<file path="src/rtl/token_rx_assembler.sv">
// token_rx_assembler: frames the unstuffed receive byte stream into packets,
// collects the three token bytes and presents a 24-bit token word with a
// one-cycle valid strobe plus per-packet error strobes.
//
// Input handshake: a byte is taken on any rising edge where
// i_rx_active=1 and i_rx_valid=1. There is no backpressure. i_rx_valid is
// ignored while i_rx_active=0. Output strobes last exactly one cycle.
// o_token_data is held between token strobes.
module token_rx_assembler #(
  parameter bit CHECK_CRC = 1'b1,
  parameter int MAX_BYTES = 15
) (
  input  logic        i_clk,
  input  logic        i_reset,
  input  logic        i_rx_active,
  input  logic        i_rx_valid,
  input  logic [7:0]  i_rx_data,
  input  logic        i_rx_error,
  output logic [23:0] o_token_data,
  output logic        o_token_valid,
  output logic        o_pid_err,
  output logic        o_len_err,
  output logic        o_crc_err,
  output logic        o_busy,
  output logic [1:0]  o_state
);

  localparam int CW = $clog2(MAX_BYTES + 1);
  localparam logic [CW-1:0] C_MAX   = CW'(MAX_BYTES);
  localparam logic [CW-1:0] C_THREE = CW'(3);
  localparam logic [CW-1:0] C_ONE   = CW'(1);

  typedef enum logic [1:0] {
    S_IDLE    = 2'd0,
    S_COLLECT = 2'd1,
    S_CHECK   = 2'd2,
    S_DISCARD = 2'd3
  } state_t;

  state_t         r_state;
  state_t         w_state_next;
  logic [CW-1:0]  r_cnt;
  logic [23:0]    r_shift;
  logic [7:0]     r_pid;
  // Cleared by reset, set once rx_active has been seen low. Keeps the tail
  // of a packet that was interrupted by reset from being collected.
  logic           r_armed;
  logic [23:0]    r_token_data;
  logic           r_token_valid;
  logic           r_pid_err;
  logic           r_len_err;
  logic           r_crc_err;

  logic           w_accept;
  logic           w_start;
  logic           w_to_check;
  logic           w_cnt_zero;
  logic           w_pid_ok;
  logic           w_is_token;
  logic           w_crc_bad;
  logic           w_good;

  // CRC5 x^5+x^2+1, init 0, MSB first, no final inversion
  function automatic logic [4:0] f_crc5(input logic [10:0] d);
    logic [4:0] c;
    logic       fb;
    c = 5'b00000;
    for (int i = 10; i >= 0; i--) begin
      fb = c[4] ^ d[i];
      c  = {c[3:0], 1'b0};
      if (fb) c = c ^ 5'b00101;
    end
    return c;
  endfunction

  assign w_accept   = i_rx_valid && i_rx_active;
  // A packet starts from IDLE (once armed) or directly out of CHECK when
  // rx_active re-rises in the CHECK cycle.
  assign w_start    = i_rx_active &&
                      ((r_state == S_IDLE && r_armed) || r_state == S_CHECK);
  assign w_to_check = (r_state == S_COLLECT) && !i_rx_error && !i_rx_active;

  assign w_cnt_zero = (r_cnt == '0);
  assign w_pid_ok   = (r_pid[7:4] == ~r_pid[3:0]);
  assign w_is_token = (r_pid[3:0] == 4'b0001) || (r_pid[3:0] == 4'b1001) ||
                      (r_pid[3:0] == 4'b1101) || (r_pid[3:0] == 4'b0101);
  assign w_crc_bad  = CHECK_CRC && (f_crc5(r_shift[15:5]) != r_shift[4:0]);
  assign w_good     = !w_cnt_zero && w_pid_ok && w_is_token && (r_cnt == C_THREE);

  // State register
  always_ff @(posedge i_clk) begin
    if (i_reset) r_state <= S_IDLE;
    else         r_state <= w_state_next;
  end

  // Next-state logic; an error in the very first cycle goes straight to DISCARD
  always_comb begin
    w_state_next = r_state;
    case (r_state)
      S_IDLE, S_CHECK: begin
        if (w_start)                   w_state_next = i_rx_error ? S_DISCARD : S_COLLECT;
        else if (r_state == S_CHECK)   w_state_next = S_IDLE;
      end
      S_COLLECT: begin
        if (i_rx_error)                w_state_next = S_DISCARD;
        else if (!i_rx_active)         w_state_next = S_CHECK;
      end
      S_DISCARD: begin
        if (!i_rx_active)              w_state_next = S_IDLE;
      end
      default:                         w_state_next = S_IDLE;
    endcase
  end

  // Arming flag: re-armed by any cycle with rx_active low
  always_ff @(posedge i_clk) begin
    if (i_reset) r_armed <= 1'b0;
    else         r_armed <= r_armed | ~i_rx_active;
  end

  // Byte counter, shift register and captured PID byte
  always_ff @(posedge i_clk) begin
    if (i_reset) begin
      r_cnt   <= '0;
      r_shift <= '0;
      r_pid   <= '0;
    end else if (w_start) begin
      r_cnt   <= w_accept ? C_ONE : '0;
      r_shift <= w_accept ? {16'h0000, i_rx_data} : 24'h0;
      r_pid   <= w_accept ? i_rx_data : 8'h00;
    end else if (r_state == S_COLLECT && w_accept) begin
      if (r_cnt != C_MAX)  r_cnt   <= r_cnt + C_ONE;
      if (r_cnt < C_THREE) r_shift <= {r_shift[15:0], i_rx_data};
      if (w_cnt_zero)      r_pid   <= i_rx_data;
    end
  end

  // Packet evaluation, registered so the strobes land in the CHECK cycle
  always_ff @(posedge i_clk) begin
    if (i_reset) begin
      r_token_data  <= 24'h0;
      r_token_valid <= 1'b0;
      r_pid_err     <= 1'b0;
      r_len_err     <= 1'b0;
      r_crc_err     <= 1'b0;
    end else begin
      r_token_valid <= 1'b0;
      r_pid_err     <= 1'b0;
      r_len_err     <= 1'b0;
      r_crc_err     <= 1'b0;
      if (w_to_check) begin
        r_pid_err     <= !w_cnt_zero && !w_pid_ok;
        r_len_err     <= !w_cnt_zero && w_pid_ok && w_is_token && (r_cnt != C_THREE);
        r_token_valid <= w_good;
        r_crc_err     <= w_good && w_crc_bad;
        if (w_good) r_token_data <= r_shift;
      end
    end
  end

  assign o_token_data  = r_token_data;
  assign o_token_valid = r_token_valid;
  assign o_pid_err     = r_pid_err;
  assign o_len_err     = r_len_err;
  assign o_crc_err     = r_crc_err;
  assign o_busy        = (r_state != S_IDLE);
  assign o_state       = r_state;

endmodule

</file>
<file path="config.mk">
export PLATFORM = sky130hd
export DESIGN_NAME = token_rx_assembler
export DESIGN_NICKNAME = d
export VERILOG_FILES = /design/src/rtl/token_rx_assembler.sv
export SDC_FILE = /design/constraint.sdc
export NUM_CORES = 1
export LEC_CHECK = 0
export BUFFER_PORTS_ARGS = -buffer_cell sky130_fd_sc_hd__buf_2
export CAP_MARGIN = 20
export CORE_ASPECT_RATIO = 1.2
export CORE_MARGIN = 4
export CORE_UTILIZATION = 48
export DETAILED_ROUTE_END_ITERATION = 7
export PLACE_DENSITY = 0.76
export SYNTH_ARGS = -nofsm -noshare
export SYNTH_HDL_FRONTEND = slang
export SYNTH_SLANG_ARGS = --single-unit
</file>
<file path="constraint.sdc">
create_clock -name i_clk -period 3 [get_ports i_clk]
set_input_delay 0.3 -clock i_clk [delete_from_list [all_inputs] [get_ports i_clk]]
set_output_delay 0.3 -clock i_clk [all_outputs]
set_load 0.05 [all_outputs]
</file>
==> impl_metrics.csv <==
group,metric,value,unit
die,dieArea,7020,um^2
detailed_routing,post_drt_via_cell_ratio,5.42,
setup_path,critical_path_arrival,2.43,ns
detailed_routing,first_pass_iters,4,
global_route,grt_pass1_vias,1982,
clocking,cts_hold_buffers,0,
timing,rsz_0062_raised_after_global_routing,"no",
global_route,grt_pass1_wl,9.35,mm
place,gpl.final_weighted_congestion,0.804,
detailed_routing,number_of_drc_violations_after_detailed_routing_iteration_0,96,
clocking,tritoncts,"built",
detailed_routing,detailroute.wirelength.met3,263,um
setup_path,critPathMaxFanout,25,
logic_synthesis,syn_area_per_cell,9.43,um^2
power,leakage,1.26,nW
logic_synthesis,mappedNetlistArea,2750,um^2
finish,post_layout_nonfiller_instances,398,
global_route,overflow,0,
min_path,timing.hold.worst.class,"in2reg",
finish,area.growth.synth_to_final,13.7,%
die,placementRows,29,
clocking,clk_pin_slew,0.07,ns
power,power.sequential.fraction,55.3,%
power,ratio_of_total_power_to_cell_area,530,nW/um^2
place,detailedPlacementHpwl,3.80,mm
detailed_routing,highest-signal-layer,"met4",
logic_synthesis,synth_fp_nets,307,
place,place_inst,383,
detailed_routing,wl_per_cell,14.2,um
finish,num_antenna_cells,0,
setup_path,worst_setup_path_start_kind,"flop",
clocking,post_cts_resized,0,
logic_synthesis,synthesis.instances,292,
clocking,clock_tree.root_cell,"sky130_fd_sc_hd__clkbuf_8",
logic_synthesis,yosysUniqueCellTypes,40,
timing,hold-worst-slack,0.241,ns
die,dieHeight,91.0,um
timing,finalHoldViolations,0,
die,core,5410,um^2
timing,timing.final.crit_share,74.6,%
clocking,cts.htree.levels,3,
detailed_routing,routed_wl,5.66,mm
clocking,post_cts_buffers,0,
power,net-switching-power,0.400,mW
place,place.port_buffers,43,
clocking,clock_insertion_delay_worst_skew,0.34,ns
global_route,grt_antenna_before_repair,0,
setup_path,required_time_of_the_critical_path,3.19,ns
logic_synthesis,synth_largest_area_cell,"sky130_fd_sc_hd__dfxtp_1",
timing,setup_viol,0,
clocking,cts-buffers-inserted,9,
power,peakVddDrop,0.301,mV
power,p_int,1.26,mW
timing,finalMaxSlewViolations,0,
detailed_routing,drc_errors,0,
detailed_routing,detailroute.via_count,2156,
finish,post_route_cells_drive_above_1_share,18.5,%
timing,max_clock_freq,447,MHz
setup_path,crit_path_end_kind,"flop",
timing,slew_headroom,45.5,%
die,initial_utilization,50.9,%
global_route,track_usage,16.6,%
die,floorplan.io_pins,44,
logic_synthesis,synth_top_flop_cell,"sky130_fd_sc_hd__dfxtp_1",
power,netSwitchingFraction,24.1,%
logic_synthesis,async_reset_ff_share,0,%
clocking,numClockSinks,67,
finish,final_net_count,347,
logic_synthesis,yosys.cell_count.top_type,"sky130_fd_sc_hd__dfxtp_1",
die,chipWidth,77.1,um
clocking,cts_buffer_depth,2,
timing,worst_setup_skew_after_layout,0.00578,ns
detailed_routing,antenna_nets_post_route,0,
logic_synthesis,synth.top_cell.area_share,48.7,%
logic_synthesis,yosys_register_bits,67,
detailed_routing,wl_met1,2.63,mm
timing,fin_tns_setup,0,ns
logic_synthesis,synth_warnings,0,
timing,worstMarginPinSlew,0.818,ns
power,share_clk_of_total_power,38.1,%
job,drv_cap,0,
timing,fin_crit,2.24,ns
logic_synthesis,synth.area.top_cells,"sky130_fd_sc_hd__dfxtp_1 (49%), sky130_fd_sc_hd__mux2i_1 (9.1%), sky130_fd_sc_hd__nor2_1 (6.5%)",
setup_path,crit_type,"reg2reg",
finish,final.fill_count,471,
status,status,"finished, final reports clean",
detailed_routing,met2_layer_wire_length_in_the_routed_design,2.63,mm
global_route,grt_max_degree,48,
logic_synthesis,count_of_flip_flops_with_a_built_in_enable_after_synthesis,0,
logic_synthesis,synthTopCellsByCount,"sky130_fd_sc_hd__dfxtp_1 (67), sky130_fd_sc_hd__nor2_1 (48), sky130_fd_sc_hd__nand2_1 (34)",
logic_synthesis,synth-seq-area-share,48.7,%
power,share_comb_of_total_power,6.6,%
[layout make-up]
class,instances,area [um^2],share of cell area [%]
Sequential cell,67,1340,42.9
Multi-Input combinational cell,204,1300,41.5
Timing Repair Buffer,45,230,7.36
Clock buffer,13,149,4.76
Tap cell,62,77.6,2.48
Inverter,5,18.8,0.600
Clock inverter,2,12.5,0.400
[kinds of logic after synthesis]
family	count (synthesis)	synth area share, %
AO/OA/AOI/OAI	49	11.3
XOR/XNOR	22	8.50
adder cells (fa/ha/maj)	2	0.909
buffers and inverters	21	4.05
flip-flops	67	48.7
multiplexers	25	9.09
AND/OR/NAND/NOR	106	17.5
[through the flow]
stage               setup slack (ns)  utilization (%)  cell area, um^2  total power [mW]
CTS                            0.757             57.9             3130              1.67
global placement               0.831             54.9             2970              1.04
finish                         0.761             57.9             3130              1.66
detailed placement             0.767             54.9             2970              1.05
floorplan                      0.918                -             2750              1.01
global route                   0.550             57.9             3130              1.72
[final timing paths]
kind | startpoint | end | slack [ns] | cells past startpoint
worst max-delay path | r_cnt[0] | o_token_data[12] | 0.76 | 8
worst min-delay path | i_rx_data[7] | r_shift[7] | 0.24 | 3
worst max register to register | r_cnt[0] | o_token_data[12] | 0.76 | 8
worst min register to register | r_shift[20] | r_shift[20] | 0.45 | 2
[routing by layer]
metal | global-route usage, % | up-vias
met2 | 25.9 | 47
met1 | 21.3 | 1016
met5 | 0 | -
li1 | - | 1077
met4 | 7.57 | 0
met3 | 4.85 | 16
[state kept, by name, indices dropped and copies added (netlist names)]
name,count
o_token_data,24
o_pid_err,1
r_shift,24
r_cnt,4
o_crc_err,1
o_len_err,1
o_state,2
r_pid,8
o_token_valid,1
r_armed,1
[layout by cell type (no fill, tap or decap), types with 3 or more instances in the layout]
master                     Yosys  final
sky130_fd_sc_hd__inv_1         5      5
sky130_fd_sc_hd__nand2_1      34     34
sky130_fd_sc_hd__mux2i_1      25     25
sky130_fd_sc_hd__nor3_1        4      4
sky130_fd_sc_hd__nand2b_1      4      4
sky130_fd_sc_hd__xnor2_1       9      9
sky130_fd_sc_hd__buf_2         2     43
sky130_fd_sc_hd__clkbuf_8      0     10
sky130_fd_sc_hd__nor2_1       48     48
sky130_fd_sc_hd__a22oi_1      16     16
sky130_fd_sc_hd__a21oi_1      21     21
sky130_fd_sc_hd__xnor3_1       3      3
sky130_fd_sc_hd__clkbuf_1      9      3
sky130_fd_sc_hd__xor2_1       10     10
sky130_fd_sc_hd__dfxtp_1      67     67
[power groups by stage]
| stage | Sequential [mW] | Clock [mW] | Combinational [mW] |
|---|---|---|---|
| finish | 0.918 | 0.632 | 0.109 |
| global route | 0.918 | 0.685 | 0.120 |
| CTS | 0.917 | 0.645 | 0.109 |
| detailed placement | 0.937 | 0 | 0.109 |
| global placement | 0.937 | 0 | 0.106 |
| floorplan | 0.938 | 0 | 0.0755 |
[critical path, cell delays in order (launching register included)]
cell and delay (ns):
sky130_fd_sc_hd__dfxtp_1 0.35, sky130_fd_sc_hd__inv_1 0.07, sky130_fd_sc_hd__ha_1 0.23, sky130_fd_sc_hd__nor3b_1 0.16, sky130_fd_sc_hd__or3b_4 0.40, sky130_fd_sc_hd__nor3_4 0.17, sky130_fd_sc_hd__buf_4 0.40, sky130_fd_sc_hd__mux2i_1 0.25
sky130_fd_sc_hd__nor2_1 0.06
(Power assumes the default switching activity.)
